<file path="config.mk">
export PLATFORM = sky130hd
export DESIGN_NAME = booth_seq_mult
export DESIGN_NICKNAME = d
export VERILOG_FILES = /design/src/rtl/booth_seq_mult_pkg.sv /design/src/rtl/booth_seq_mult_addsub.sv /design/src/rtl/booth_seq_mult.sv
export SDC_FILE = /design/constraint.sdc
export NUM_CORES = 1
export LEC_CHECK = 0
export CAP_MARGIN = 40
export CORE_MARGIN = 2
export CORE_UTILIZATION = 25
export DETAILED_ROUTE_END_ITERATION = 10
export PLACE_DENSITY = 0.4
export SETUP_SLACK_MARGIN = 0.1
export SYNTH_ARGS = -nofsm -noshare
export SYNTH_HDL_FRONTEND = slang
export SYNTH_SLANG_ARGS = --single-unit
export TNS_END_PERCENT = 5
</file>
<file path="constraint.sdc">
create_clock -name clk -period 7.25 [get_ports clk]
set_clock_uncertainty 0.05 [all_clocks]
set_input_delay 1.45 -clock clk [delete_from_list [all_inputs] [get_ports clk]]
set_output_delay 1.45 -clock clk [all_outputs]
set_load 0.01 [all_outputs]
</file>
<file path="src/rtl/booth_seq_mult_pkg.sv">
// Shared state encodings and Booth recoding decode for the sequential Booth multiplier.
package booth_seq_mult_pkg;

  typedef enum logic [1:0] {
    ST_IDLE  = 2'd0,
    ST_ADD   = 2'd1,
    ST_SHIFT = 2'd2
  } state_e;

  typedef enum logic [1:0] {
    OP_NONE = 2'd0,
    OP_ADD  = 2'd1,
    OP_SUB  = 2'd2
  } op_e;

  // Radix-2 Booth recoding of the {Q[0], Q-1} bit pair.
  function automatic op_e booth_op(input logic q0, input logic qm1);
    case ({q0, qm1})
      2'b10:   return OP_SUB;
      2'b01:   return OP_ADD;
      default: return OP_NONE;
    endcase
  endfunction

endpackage

</file>
<file path="src/rtl/booth_seq_mult_addsub.sv">
// Combinational ripple add/subtract, sum = a + (m ^ {W{sub}}) + sub, modulo 2^W.
// Zero latency, no flow control; the carry-out is dropped.
module booth_seq_mult_addsub #(
  parameter int W = 9
) (
  input  logic [W-1:0] a,
  input  logic [W-1:0] m,
  input  logic         sub,
  output logic [W-1:0] sum
);

  always_comb begin
    logic c;
    logic mx;
    sum = '0;
    c   = sub;
    mx  = 1'b0;
    for (int i = 0; i < W; i++) begin
      mx     = m[i] ^ sub;
      sum[i] = a[i] ^ mx ^ c;
      c      = (a[i] & mx) | (c & (a[i] ^ mx));
    end
  end

endmodule

</file>
<file path="src/rtl/booth_seq_mult.sv">
// Sequential radix-2 Booth multiplier; done pulses 2*WIDTH edges after start is accepted (ready=1).
// Busy operations ignore start. BOOTH_ZERO_SKIP_EN: zero operand completes on the accepting edge.
module booth_seq_mult
  import booth_seq_mult_pkg::*;
#(
  parameter int WIDTH = 8
) (
  input  logic                 clk,
  input  logic                 rst,
  input  logic                 start,
  input  logic [WIDTH-1:0]     m_in,
  input  logic [WIDTH-1:0]     q_in,
  output logic                 ready,
  output logic                 busy,
  output logic                 done,
  output logic [2*WIDTH-1:0]   prod
);

  localparam int AW = WIDTH + 1;
  localparam int CW = $clog2(WIDTH + 1);

  state_e             state_q, state_d;
  logic [AW-1:0]      a_q, a_d;
  logic [AW-1:0]      m_q, m_d;
  logic [WIDTH-1:0]   q_q, q_d;
  logic               qm1_q, qm1_d;
  logic [CW-1:0]      cnt_q, cnt_d;
  logic [2*WIDTH-1:0] prod_q, prod_d;
  logic               done_q, done_d;

  op_e                op;
  logic               sub;
  logic [AW-1:0]      sum;

  assign op  = booth_op(q_q[0], qm1_q);
  assign sub = (op == OP_SUB);

  booth_seq_mult_addsub #(.W(AW)) u_addsub (
    .a   (a_q),
    .m   (m_q),
    .sub (sub),
    .sum (sum)
  );

  always_comb begin
    state_d = state_q;
    a_d     = a_q;
    m_d     = m_q;
    q_d     = q_q;
    qm1_d   = qm1_q;
    cnt_d   = cnt_q;
    prod_d  = prod_q;
    done_d  = 1'b0;
    case (state_q)
      ST_IDLE: begin
        if (start) begin
`ifdef BOOTH_ZERO_SKIP_EN
          if ((m_in == '0) || (q_in == '0)) begin
            prod_d = '0;
            done_d = 1'b1;
          end else begin
            a_d     = '0;
            m_d     = {m_in[WIDTH-1], m_in};
            q_d     = q_in;
            qm1_d   = 1'b0;
            cnt_d   = CW'(WIDTH);
            state_d = ST_ADD;
          end
`else
          a_d     = '0;
          m_d     = {m_in[WIDTH-1], m_in};
          q_d     = q_in;
          qm1_d   = 1'b0;
          cnt_d   = CW'(WIDTH);
          state_d = ST_ADD;
`endif
        end
      end
      ST_ADD: begin
        if (op != OP_NONE) begin
          a_d = sum;
        end
        state_d = ST_SHIFT;
      end
      ST_SHIFT: begin
        // Arithmetic shift of {A,Q,Q-1}: the old Q-1 falls off the end.
        {a_d, q_d, qm1_d} = {a_q[AW-1], a_q, q_q};
        cnt_d = cnt_q - 1'b1;
        if (cnt_q == CW'(1)) begin
          prod_d  = {a_d[WIDTH-1:0], q_d};
          done_d  = 1'b1;
          state_d = ST_IDLE;
        end else begin
          state_d = ST_ADD;
        end
      end
      default: state_d = ST_IDLE;
    endcase
  end

  always_ff @(posedge clk or posedge rst) begin
    if (rst) begin
      state_q <= ST_IDLE;
      a_q     <= '0;
      m_q     <= '0;
      q_q     <= '0;
      qm1_q   <= 1'b0;
      cnt_q   <= '0;
      prod_q  <= '0;
      done_q  <= 1'b0;
    end else begin
      state_q <= state_d;
      a_q     <= a_d;
      m_q     <= m_d;
      q_q     <= q_d;
      qm1_q   <= qm1_d;
      cnt_q   <= cnt_d;
      prod_q  <= prod_d;
      done_q  <= done_d;
    end
  end

  assign ready = (state_q == ST_IDLE);
  assign busy  = ~ready;
  assign done  = done_q;
  assign prod  = prod_q;

endmodule

</file>
==> results.md <==
- Die W: between 100 and 150 µm
- Internal: 0.790 mW
- Synth unique cells: 31
- Type of origin of the critical path: register
- Via/cell ratio: around 4.2
- Unrepaired setup endpoints after global routing: false
- Diodes inserted: 0
- Crit path kind: register to register
- Layout cells sized above 1: 0.159
- Final period util: 0.585
- Final HPWL DP: 3.71 mm
- Fillers: between 900 and 1000
- Max-slew violations: 0
- GRT Total Usage: 0.105
- Initial DRC count: between 70 and 80
- Status: finished clean
- Fin. Hold Viols: 0
- DR vias: 1571
- Drt pass-1 iters: 4
- CTS resizes: 0
- PD cells: approximately 430 nW/µm²
- Final setup TNS: 0 ns
- Inserted Clock Buffers: 5
- VDD IR max: about 94 µV
- Syn-to-layout area delta: 25.4%
- Critical Path Fanout Max: 8
- GPL Wtd Cong: between 0.7 and 0.8
- Wire per inst: ~13 µm
- Flop pwr share: 0.373
- Largest net degree at the start of global routing: 38
- Port Buffers: 37
- Flop2flop setup slack: between 3 and 4 ns
- Initial Utilization: 0.259
- Clock sink count: 49
- Hold WS: roughly 0.46 ns
- Number of nets with antenna violations after routing: 0
- Root buf cell: clkbuf_8
- Synth warn: 0
- Clock Latency Late Sink: around 0.30 ns
- Yosys reg bits: 49
- Slew HR: 0.586
- Met3 wire len: 135 µm
- Initial antenna violation count: 0
- Clock network power share: 0.125
- Ports: 38
- Final nets: 278
- Worst hold path class: register to register
- H-tree levels: 2
- Source of the worst hold timing path: prod[3]$_DFFE_PP0P_
- First-pass GRT wire length: between 8 and 9 mm
- Critical Path Start: q_q[0]$_DFFE_PP0P_
- Critical Path RT: 7.44 ns
- Core box area: 9240 µm²
- Critical Path AT: between 4 and 5 ns
- Sw frac: 0.394
- Full die area: between 10000 and 15000 µm²
- Fmax: approximately 240 MHz
- Reg2reg end: a_q[8]$_DFFE_PP0P_
- Synth Cell Area: between 2000 and 2500 µm²
- R2r worst-path depth: 13
- Psw: ~0.51 mW
- DRT Wirelength: roughly 4.9 mm
- Reg2reg start: q_q[0]$_DFFE_PP0P_
- Final setup fails: 0
- Clk buf depth: 2
- Hold path depth: 1
- Routed length on met1: ~2.4 mm
- CP endpoint kind: register
- Hold Buf Count CTS: 0
- DRC violations left: 0
- CTS tree: yes
- Core Rows: 35
- Sequential area share after synthesis: 0.513
- Uppermost layer routed: met4
- Minimum clock period after layout: 4.24 ns
- Grt total ovfl: 0
- Leakage: about 1.2 nW
- Met2 WL: 2.32 mm
- Gate power share: 0.502
- Maximum Capacitance Violations: 0
- Clk slew on worst S/H paths: 0.09 ns
- Chip height: 102 µm
- Synth Net Count: 241
- Critical path capture point: a_q[8]$_DFFE_PP0P_
- Vias in the first global route: 1640
- Gate Count Post-Synth: just over 200
- Worst-Margin Slew: roughly 0.62 ns
- Synthesized area per cell: 11.6 µm²
- Setup Fix Bufs, Post-CTS: 0
==> layout make-up <==
cell class / instances / area (µm²) / area share
clock buffers: 5 / 68.8 / 0.0229
multi-input cells: 137 / 1070 / 0.355
repair buffers: 40 / 413 / 0.138
inverters: 11 / 41.3 / 0.0138
well taps: 129 / 161 / 0.0538
flip-flops and latches: 49 / 1230 / 0.409
clock inverters: 3 / 22.5 / 0.00751
==> how the worst min path moves through the flow <==
stage                                       to  slack (ns)
after floorplan              qm1_q$_DFFE_PP0P_        0.45
after global placement     prod[4]$_DFFE_PP0P_        0.44
after detailed placement   prod[4]$_DFFE_PP0P_        0.45
after CTS                 prod[12]$_DFFE_PP0P_        0.47
after global routing       prod[4]$_DFFE_PP0P_        0.48
final                      prod[3]$_DFFE_PP0P_        0.46
==> power groups by stage <==
stage,clock network [mW],logic (mW),registers (mW)
2_1_floorplan,0,0.458,0.486
3_3_place_gp,0,0.655,0.494
3_5_place_dp,0,0.661,0.496
4_1_cts,0.174,0.665,0.490
5_1_grt,0.187,0.751,0.510
6_report,0.163,0.654,0.486
==> metrics by stage <==
step                      std cells  setup slack [ns]  utilization  instance area, µm²  total power, mW
after floorplan                 207              3.27            -                2390            0.944
after global placement          363              3.09        0.310                2870             1.15
after detailed placement        366              3.06        0.315                2910             1.16
after CTS                       374              3.01        0.325                3000             1.33
after global routing            374              2.83        0.325                3000             1.45
final                           374              3.01        0.325                3000             1.30
==> flip-flops by register name, indices dropped and copies added (netlist names) <==
register and count:
prod 16, q_q 8, qm1_q 1, m_q 8, a_q 9, cnt_q 4
state_q 2, done 1
==> kinds of logic (layout without fill, tap and decap cells) <==
| family | count (synthesis) | count (layout) | share of synthesized area |
|---|---|---|---|
| simple gates | 51 | 51 | 0.0979 |
| compound gates | 37 | 37 | 0.0931 |
| mux | 26 | 26 | 0.122 |
| fa+ha+maj | 15 | 15 | 0.100 |
| xor+xnor | 8 | 8 | 0.0324 |
| flops | 49 | 49 | 0.513 |
| buf+inv | 21 | 59 | 0.0413 |
==> placed cells by master (no fill, tap or decap), drive strengths merged <==
cell type / instances
nor3: 1
a22oi: 5
ha: 8
mux2i: 1
o2111ai: 1
fa: 7
o21ai: 8
clkbuf: 5
nand3: 5
clkinvlp: 3
nor3b: 2
a21oi: 11
xor2: 5
mux2: 25
a32o: 1
nor2: 27
o22ai: 10
or4: 1
buf: 3
nor2b: 1
o31a: 1
clkdlybuf4s50: 37
dfrtp: 49
inv: 11
nand2b: 1
and2: 3
xnor2: 3
nand2: 10
==> synthesized netlist by cell type (all sizes together) <==
| cell | instances | share of area |
|---|---|---|
| nand2 | 10 | 0.016 |
| a32o | 1 | 0.0042 |
| nand3 | 5 | 0.010 |
| xor2 | 5 | 0.018 |
| dfrtp | 49 | 0.51 |
| a21oi | 11 | 0.023 |
| o22ai | 10 | 0.026 |
| nand2b | 1 | 0.0026 |
| clkbuf | 2 | 0.0031 |
| inv | 11 | 0.017 |
| buf | 8 | 0.021 |
| ha | 8 | 0.042 |
| o21ai | 8 | 0.017 |
| a22oi | 5 | 0.016 |
| or4 | 1 | 0.0031 |
| o2111ai | 1 | 0.0037 |
| fa | 7 | 0.059 |
| xnor2 | 3 | 0.014 |
| nor2 | 27 | 0.042 |
| o31a | 1 | 0.0037 |
| nor2b | 1 | 0.0026 |
| mux2 | 25 | 0.12 |
| nor3b | 2 | 0.011 |
| mux2i | 1 | 0.0042 |
| nor3 | 1 | 0.0021 |
| and2 | 3 | 0.0079 |
==> per-layer routing <==
layer  GRT usage  up-vias
met2       0.168       22
li1            -      776
met1       0.142      768
met4      0.0343        0
met3      0.0214        5
met5           0        -
==> worst max-delay path, cell delays in order, from the launching register on <==
cell and delay (ns):
dfrtp_1 0.41, ha_1 0.36, mux2_2 0.34, fa_1 0.40, fa_1 0.39, fa_1 0.39, fa_1 0.40, fa_1 0.38
inv_1 0.08, fa_1 0.18, fa_1 0.18, xnor2_1 0.09, or4_1 0.47, nand3_1 0.09
No activity file was read; power rests on OpenSTA's default activity.
